File: src/rtl/case_drv_pkg.sv
// Shared definitions for the case-decoder driver stage.
//   state_t : driver FSM state encoding (IDLE=0, DRIVE=1, REPORT=2)
//   exp_ab  : expected decoder response {a,b} for a given (sel,d)
package case_drv_pkg;

  typedef enum logic [1:0] {
    IDLE   = 2'd0,
    DRIVE  = 2'd1,
    REPORT = 2'd2
  } state_t;

  // Decode rule: sel 0 -> 01, sel 1 -> 10, sel 2/3 -> both outputs follow d.
  function automatic logic [1:0] exp_ab(input logic [1:0] sel, input logic d);
    case (sel)
      2'd0:    return 2'b01;
      2'd1:    return 2'b10;
      default: return {d, d};
    endcase
  endfunction

endpackage

File: src/rtl/case_drv_fifo.sv
// Command FIFO for the case-decoder driver.
//   clk, rst_n : clock, asynchronous active-low reset (empties the FIFO)
//   push/wdata : write request/data, ignored when full
//   pop/rdata  : read request, ignored when empty; rdata shows the head entry
//   full/empty : occupancy flags
// Pointers carry one extra wrap bit so full and empty are distinguishable.
module case_drv_fifo #(
  parameter int unsigned DEPTH = 4,
  parameter int unsigned W     = 3
) (
  input  logic         clk,
  input  logic         rst_n,
  input  logic         push,
  input  logic [W-1:0] wdata,
  input  logic         pop,
  output logic [W-1:0] rdata,
  output logic         full,
  output logic         empty
);

  localparam int unsigned AW = $clog2(DEPTH);

  logic [W-1:0] mem [DEPTH];
  logic [AW:0]  wptr;
  logic [AW:0]  rptr;
  logic         wr_en;
  logic         rd_en;

  assign empty = (wptr == rptr);
  assign full  = (wptr[AW] != rptr[AW]) && (wptr[AW-1:0] == rptr[AW-1:0]);
  assign wr_en = push && !full;
  assign rd_en = pop && !empty;
  assign rdata = mem[rptr[AW-1:0]];

  always_ff @(posedge clk or negedge rst_n) begin
    if (!rst_n) begin
      wptr <= '0;
      rptr <= '0;
    end else begin
      if (wr_en) wptr <= wptr + 1'b1;
      if (rd_en) rptr <= rptr + 1'b1;
    end
  end

  always_ff @(posedge clk) begin
    if (wr_en) mem[wptr[AW-1:0]] <= wdata;
  end

endmodule

File: src/rtl/case_sel_driver.sv
// Clocked driver stage feeding the 2-bit case decoder (sel,d -> a,b).
// Queues (sel,d) commands, drives each to the decoder for HOLD cycles, samples
// a/b, checks them against the decode rule and reports one result per command.
//   clk, rst_n          : clock, asynchronous active-low reset
//   cmd_valid/ready     : command handshake (cmd_ready = FIFO not full)
//   cmd_sel, cmd_d      : command payload
//   sel, d              : registered drive to the decoder
//   a, b                : decoder outputs
//   res_valid/ready     : result handshake; res_* stable while res_valid
//   res_sel/a/b/err     : reported command select, sampled a/b, mismatch flag
//   busy                : FSM active or commands queued
//   err_count           : saturating count of mismatching results
module case_sel_driver
  import case_drv_pkg::*;
#(
  parameter int unsigned DEPTH = 4,
  parameter int unsigned HOLD  = 2,
  parameter int unsigned ERR_W = 8
) (
  input  logic             clk,
  input  logic             rst_n,
  input  logic             cmd_valid,
  output logic             cmd_ready,
  input  logic [1:0]       cmd_sel,
  input  logic             cmd_d,
  output logic [1:0]       sel,
  output logic             d,
  input  logic             a,
  input  logic             b,
  output logic             res_valid,
  input  logic             res_ready,
  output logic [1:0]       res_sel,
  output logic             res_a,
  output logic             res_b,
  output logic             res_err,
  output logic             busy,
  output logic [ERR_W-1:0] err_count
);

  localparam int unsigned       CNT_W    = (HOLD > 1) ? $clog2(HOLD) : 1;
  localparam logic [CNT_W-1:0] CNT_LOAD = CNT_W'(HOLD - 1);

  state_t           state;
  logic [CNT_W-1:0] cnt;
  logic [2:0]       fifo_rdata;
  logic             fifo_full;
  logic             fifo_empty;
  logic             push;
  logic             pop;
  logic             handshake;
  logic             mismatch;

  assign cmd_ready = !fifo_full;
  assign push      = cmd_valid && cmd_ready;
  assign handshake = res_valid && res_ready;
  // A pop happens from IDLE, or on the result handshake for back-to-back issue.
  assign pop       = !fifo_empty && ((state == IDLE) || (state == REPORT && handshake));
  assign busy      = (state != IDLE) || !fifo_empty;
  // Case-equality so an X/Z on a or b is flagged as a mismatch in simulation.
  assign mismatch  = ({a, b} !== exp_ab(sel, d));

  case_drv_fifo #(
    .DEPTH (DEPTH),
    .W     (3)
  ) u_fifo (
    .clk   (clk),
    .rst_n (rst_n),
    .push  (push),
    .wdata ({cmd_sel, cmd_d}),
    .pop   (pop),
    .rdata (fifo_rdata),
    .full  (fifo_full),
    .empty (fifo_empty)
  );

  always_ff @(posedge clk or negedge rst_n) begin
    if (!rst_n) begin
      state     <= IDLE;
      cnt       <= '0;
      sel       <= '0;
      d         <= 1'b0;
      res_valid <= 1'b0;
      res_sel   <= '0;
      res_a     <= 1'b0;
      res_b     <= 1'b0;
      res_err   <= 1'b0;
      err_count <= '0;
    end else begin
      // sel/d only move on a pop; otherwise the last driven command is held.
      if (pop) begin
        sel <= fifo_rdata[2:1];
        d   <= fifo_rdata[0];
        cnt <= CNT_LOAD;
      end
      case (state)
        IDLE: begin
          if (pop) state <= DRIVE;
        end
        DRIVE: begin
          if (cnt != '0) begin
            cnt <= cnt - 1'b1;
          end else begin
            res_sel   <= sel;
            res_a     <= a;
            res_b     <= b;
            res_err   <= mismatch;
            res_valid <= 1'b1;
            if (mismatch && (err_count != '1)) err_count <= err_count + 1'b1;
            state     <= REPORT;
          end
        end
        REPORT: begin
          if (handshake) begin
            res_valid <= 1'b0;
            state     <= pop ? DRIVE : IDLE;
          end
        end
        default: state <= IDLE;
      endcase
    end
  end

endmodule

File: config.mk
export PLATFORM = sky130hd
export DESIGN_NAME = case_sel_driver
export DESIGN_NICKNAME = d
export VERILOG_FILES = /design/src/rtl/case_drv_pkg.sv /design/src/rtl/case_drv_fifo.sv /design/src/rtl/case_sel_driver.sv
export SDC_FILE = /design/constraint.sdc
export NUM_CORES = 1
export LEC_CHECK = 0
export ABC_AREA = 1
export CAP_MARGIN = 20
export CORE_ASPECT_RATIO = 2
export CORE_MARGIN = 4
export CORE_UTILIZATION = 52
export DETAILED_ROUTE_END_ITERATION = 8
export DONT_BUFFER_PORTS = 1
export PLACE_DENSITY = 0.78
export SETUP_SLACK_MARGIN = 0.1
export SLEW_MARGIN = 30
export SYNTH_ARGS = -nofsm -noshare
export SYNTH_HDL_FRONTEND = slang
export SYNTH_HIERARCHICAL = 1
export SYNTH_SLANG_ARGS = --single-unit
File: constraint.sdc
create_clock -name clk -period 2.3 [get_ports clk]
set_clock_uncertainty 0.15 [all_clocks]
set_input_delay 0.115 -clock clk [delete_from_list [all_inputs] [get_ports clk]]
set_output_delay 0.115 -clock clk [all_outputs]
set_load 0.03 [all_outputs]
==> results_dict.tcl, run 1 <==
set metrics [dict create \
    syn_avg_cell_area_um2 8.75 \
    period_share_pct 86.3 \
    syn_area_um2 1930 \
    cts_num_sinks 38 \
    post-cts-setup-buffers 0 \
    placed_area_um2 1980 \
    stdcell_area_um2 2170 \
    setup_viol 0 \
    dieArea_um2 4820 \
    post-synth-top-area-fraction_pct 33.7 \
    end_kind "flip-flop" \
    cts_tree "done" \
    via_count 1469 \
    finalMaxSlewViolations 0 \
    p_leak_nw 1.04 \
    nNetsFinal 250 \
    track_usage_pct 18.0 \
    cp_max_fo 6 \
    avgRoutedWirePerCell_um 13.6 \
    clock_latency_ps 280 \
    core_area_um2 3610 \
    p_per_area_nw_per_um2 1340 \
    port_buffers 0 \
    dp_hpwl_um 2890 \
    drive_gt1_share_pct 9.36 \
    cts_buffers 5 \
    setup.worst_path.start_class "flip-flop" \
    ys_async_sr_fraction_pct 68.4 \
    slew-limit-headroom_pct 69.0 \
    ys_seq_elements 38 \
    postSynthCellCount 221 \
    fmax_ghz 0.504 \
    syn_nets 236 \
    drtAntennaViolNets 0 \
    fin_crit_ps 1980 \
    synth-main-ff-cell "dfrtp_1" \
    synth-edff-count 12 \
    antenna_found_initial 0 \
    io_pins 28 \
    tightest_slew_ps 465 \
    area_delta_synth_final_pct 12.3 \
    grt_pass1_wl_um 6470 \
    cts-htree-levels 2 \
    yosysSeqAreaShare_pct 52.3 \
    drc 0 \
    finalHoldViolCount 0 \
    vdd_ir_drop_max_mv 0.877 \
    yosysWarnings 6 \
    cts-root-buf "clkbuf_8" \
    path_class "flip-flop to flip-flop" \
    die_w_um 51.1 \
    wl_um 3850 \
    synthTopCellsByCount "69 x nand2_1, 27 x inv_1, 26 x dfrtp_1" \
    synth_top_cell_by_area "dfrtp_1" \
    clkSlewWorstSetupHoldPaths_ps 70 \
    initial_core_util_pct 53.6 \
    outcome "finished, final reports clean" \
    synth.area.top_cells "dfrtp_1 34%, edfxtp_1 19%, nand2_1 13%, inv_1 5.2%, o21ai_0 4.7%" \
    clockBufferDepth 2 \
    grt_max_degree 27 \
    gp_congestion 0.806 \
    min_path_type "primary input to async pin" \
    final_util_pct 60.2 \
    max-cap-violations 0 \
    drt_iter0_drc 27 \
    grt_remaining_overflow 0 \
    grt_pass1_vias 1498 \
    reg2reg_depth 8 \
    yosysMostFrequentCell "nand2_1" \
    antennaDiodeCount 0 \
    synth_cell_types 22 \
    crit_arrival_ps 1800 \
    seqCellArea_um2 1010 \
    fin_setup_tns_ps 0 \
    fillers 320 \
    required_ps 2120 \
    die_h_um 94.2 \
    via_per_inst 5.17 \
    rsz0062_at_grt "no" \
    row_count 31 \
    multi_input_area_um2 786 \
    drtPass1Iterations 4 \
]
## layer usage
metal	global-route usage, %	vias up	part of all wire, %	wire (um)
met3	4.13	9	3.9	151
met4	8.31	0	2.2	85
met2	34.6	32	60	2300
li1	-	739	-	-
met5	0	-	0	0
met1	16.9	689	34	1310
## logic make-up (layout without fill, tap and decap cells)
| group | Yosys count | count (layout) | share of synthesized area (%) |
|---|---|---|---|
| xor gates and xnor gates | 6 | 6 | 2.72 |
| and+or+nand+nor | 117 | 117 | 28.3 |
| buffers and inverters | 33 | 47 | 7.18 |
| adders and majority gates | 6 | 6 | 3.88 |
| DFF | 38 | 38 | 52.3 |
| AOI/OAI and AO/OA | 21 | 21 | 5.63 |
## sequential cells by signal, summed over array words and instances (netlist names)
| signal | count |
|---|---|
| res_valid | 1 |
| res_sel | 2 |
| d | 1 |
| res_err | 1 |
| u_fifo/mem | 12 |
| state | 2 |
| err_count | 8 |
| u_fifo/wptr | 3 |
| sel | 2 |
| res_b | 1 |
| u_fifo/rptr | 3 |
| cnt | 1 |
| res_a | 1 |
## placed cells by master, fill, tap and decap left out, types with 6 or more instances in the layout
master | synthesis | final
dfrtp_1 | 26 | 25
dlygate4sd3_1 | 0 | 8
nand3_1 | 16 | 16
ha_1 | 6 | 6
edfxtp_1 | 12 | 12
nand4_1 | 8 | 8
o21ai_0 | 18 | 18
nand2_1 | 69 | 69
nor2_1 | 14 | 13
inv_1 | 27 | 27
clkbuf_8 | 0 | 6
## what timing repair did
item	in CTS	in global routing
setup endpoints to repair	0	12
hold buffers	9	0
hold endpoints to repair	43	0
gates resized for setup	0	2
## area by class of cell
cell class                 instances  area share, %
sequential                        38           46.6
multi-input combinational        150           36.2
inverter                          30           5.42
timing repair buffer              10           4.96
clock buffer                       7           3.98
tap                               49           2.82
## metrics by stage
stage	power [mW]	hold slack (ps)	setup slack (ps)	instances
CTS	2.94	99.4	159	284
global route	3.18	118	113	284
finish	2.92	111	315	284
global placement	2.42	-330	239	268
floorplan	2.21	-331	420	221
detailed placement	2.46	-330	169	268
## worst paths after layout
path	startpoint	endpoint	slack, ps
max	u_fifo/wptr[0]$_DFFE_PN0P_	u_fifo/mem[1][1]$_DFFE_PP_	320
min	rst_n	err_count[2]$_DFFE_PN0P_	110
max reg2reg	u_fifo/wptr[0]$_DFFE_PN0P_	u_fifo/mem[1][1]$_DFFE_PP_	320
min reg2reg	cnt$_DFF_PN0_	cnt$_DFF_PN0_	380
max in group asynchronous	rst_n	u_fifo/rptr[0]$_DFFE_PN0P_	1730
min in group clk	a	res_err$_DFFE_PN0P_	140
## worst max-delay path: stages, from the launching register on
cell and delay [ps]:
dfrtp_1 430, inv_1 130, nand2_2 80, nand2_1 80, nand3_2 150, inv_1 80, nor2_2 240, nand2_4 100
nor2_1 220
## power by group
group / switching, mW / internal, mW / total [mW]
clock network: 0.213 / 0.238 / 0.450
registers: 0.445 / 0.936 / 1.38
logic: 0.712 / 0.375 / 1.09
total: 1.37 / 1.55 / 2.92
(Power assumes the default switching activity.)
==> inputs of run 2 (changes only) <==
Settings changed: CORE_UTILIZATION 52 to 56, PLACE_DENSITY 0.78 to 0.82, SYNTH_HIERARCHICAL 1 to unset.
==> results_dict.tcl, run 2 <==
set metrics [dict create \
    outcome "finished, final reports clean" \
    antenna_found_initial 0 \
    clkPwrFrac_pct 15.2 \
    drtPass1Iterations 4 \
    min_path_type "primary input to async pin" \
    wl_um 3780 \
    dieArea_um2 4590 \
    yosysWarnings 0 \
    gp_congestion 0.824 \
    synth-edff-count 12 \
    grt_pass1_vias 1541 \
    seqCellArea_um2 1010 \
    syn_area_um2 1970 \
    synth.area.top_cells "dfrtp_1 33%, edfxtp_1 18%, nand2_1 11%, nand3_1 4.3%, ha_1 3.8%" \
    fillers 269 \
    ys_async_sr_fraction_pct 68.4 \
    ys_seq_elements 38 \
    max-cap-violations 0 \
    required_ps 2110 \
    setup.worst_path.start_class "flip-flop" \
    switchingPower_mw 1.49 \
    drive_gt1_share_pct 13.5 \
    finalMaxSlewViolations 0 \
    rsz0062_at_grt "no" \
    yosysSeqAreaShare_pct 51.3 \
    period_share_pct 79.1 \
    p_per_area_nw_per_um2 1430 \
    setup_viol 0 \
    end_kind "flip-flop" \
    nNetsFinal 243 \
    drt_iter0_drc 24 \
    synth_cell_types 26 \
    largest_reg_flops 12 \
    grt_max_degree 27 \
    grt_remaining_overflow 0 \
    dp_hpwl_um 2820 \
    grt_pass1_wl_um 6770 \
    drc 0 \
    row_count 30 \
    die_h_um 91.9 \
    finalHoldViolCount 0 \
    vdd_ir_drop_max_mv 0.924 \
    clockBufferDepth 2 \
    track_usage_pct 19.3 \
    syn_nets 230 \
    cts_resized 0 \
    synth_top_cell_by_area "dfrtp_1" \
    core_area_um2 3380 \
    antennaDiodeCount 0 \
    synth-main-ff-cell "dfrtp_1" \
    die_w_um 49.9 \
    layout_commonest_cell "nand2_1" \
    post-cts-setup-buffers 0 \
    avgRoutedWirePerCell_um 14.5 \
    postSynthCellCount 215 \
    p_total_mw 3.11 \
    hold_buffers 9 \
    clkSlewWorstSetupHoldPaths_ps 80 \
    slew-limit-headroom_pct 68.1 \
    p_int_mw 1.62 \
    area_delta_synth_final_pct 10.7 \
    via_count 1455 \
    cts-htree-levels 2 \
    synthTopCellsByCount "60 x nand2_1, 26 x dfrtp_1, 20 x inv_1" \
    fmax_ghz 0.549 \
    fin_setup_tns_ps 0 \
    post-synth-top-area-fraction_pct 33.0 \
    tightest_slew_ps 478 \
    crit_arrival_ps 1630 \
    seqPwrFrac_pct 45.4 \
    clock_latency_ps 290 \
    multi_input_area_um2 846 \
    cts-root-buf "clkbuf_8" \
    cts_num_sinks 38 \
    port_buffers 0 \
    syn_avg_cell_area_um2 9.17 \
    cts_buffers 5 \
    path_class "flip-flop to flip-flop" \
    p_comb_share_pct 39.4 \
    drtAntennaViolNets 0 \
    cts_tree "done" \
    swShare_pct 48.0 \
    final_cell_mix "60 x nand2_1, 26 x dfrtp_1, 20 x inv_1, 19 x nor2_1, 17 x nand3_1" \
    via_per_inst 5.57 \
    io_pins 28 \
    initial_core_util_pct 58.3 \
    fin_crit_ps 1820 \
    cp_max_fo 8 \
    p_leak_nw 1.02 \
    yosysMostFrequentCell "nand2_1" \
]
-- run 2: cell types whose count changed after synthesis, sizes merged, moves of 3 or more --
cell   previous run  this run
o22ai             3         0
inv              30        22
nor2             15        21
nand3            21        18
nand2            72        69
-- run 2: per-layer routing --
metal	wire, um	track usage [%]	up-vias
li1	-	-	718
met1	1250	17.8	679
met2	2240	37.2	45
met3	172	4.39	13
met4	118	9.47	0
met5	0	0	-
-- run 2: worst paths after layout --
path | startpoint | to | slack (ps) | cells past startpoint
setup / recovery | u_fifo.rptr[2]$_DFFE_PN0P_ | u_fifo.mem[1][0]$_DFFE_PP_ | 480 | 5
hold / removal | rst_n | err_count[3]$_DFFE_PN0P_ | 110 | 2
setup reg to reg | u_fifo.rptr[2]$_DFFE_PN0P_ | u_fifo.mem[1][0]$_DFFE_PP_ | 480 | 5
hold reg to reg | cnt$_DFF_PN0_ | cnt$_DFF_PN0_ | 360 | 1
max in group asynchronous | rst_n | state[0]$_DFFE_PN0P_ | 1730 | 2
min in group clk | b | res_err$_DFFE_PN0P_ | 130 | 5
-- run 2: stage by stage --
stage / worst slack [ps] / cell area [um^2] / std cells / hold slack [ps] / utilization (%)
2_1_floorplan: 669 / 1970 / 215 / -331 / -
3_3_place_gp: 500 / 1990 / 244 / -330 / 58.8
3_5_place_dp: 491 / 1990 / 244 / -330 / 58.8
4_1_cts: 451 / 2180 / 261 / 110 / 64.6
5_1_grt: 329 / 2180 / 261 / 114 / 64.6
6_report: 480 / 2180 / 261 / 114 / 64.6
-- run 2: critical path: stages, from the launching register on --
cell	delay, ps
dfrtp_1	450
xnor2_2	290
inv_2	80
nand2_4	150
nand2_4	100
nor2_1	260
-- run 2: cell families (layout without fill, tap and decap cells) --
logic type / after synthesis / in the layout / share of synthesized area (%)
compound gates: 19 / 19 / 5.59
xor+xnor: 8 / 8 / 4.70
fa+ha+maj: 6 / 6 / 3.81
buf+inv: 26 / 40 / 5.78
flops: 38 / 38 / 51.3
simple gates: 118 / 118 / 28.8
-- run 2: area by class of cell --
| cell class | count | share of cell area [%] |
|---|---|---|
| clock buffers | 6 | 3.79 |
| clock inverters | 2 | 0.516 |
| inverters | 22 | 3.79 |
| multi-input cells | 151 | 38.8 |
| well taps | 32 | 1.84 |
| flip-flops and latches | 38 | 46.4 |
| repair buffers | 10 | 4.93 |
-- run 2: power groups by stage --
stage | Combinational (mW) | Clock, mW | Sequential (mW)
floorplan | 1.09 | 0 | 1.33
global placement | 1.17 | 0 | 1.42
detailed placement | 1.21 | 0 | 1.43
CTS | 1.24 | 0.484 | 1.42
global route | 1.42 | 0.513 | 1.46
finish | 1.23 | 0.472 | 1.41
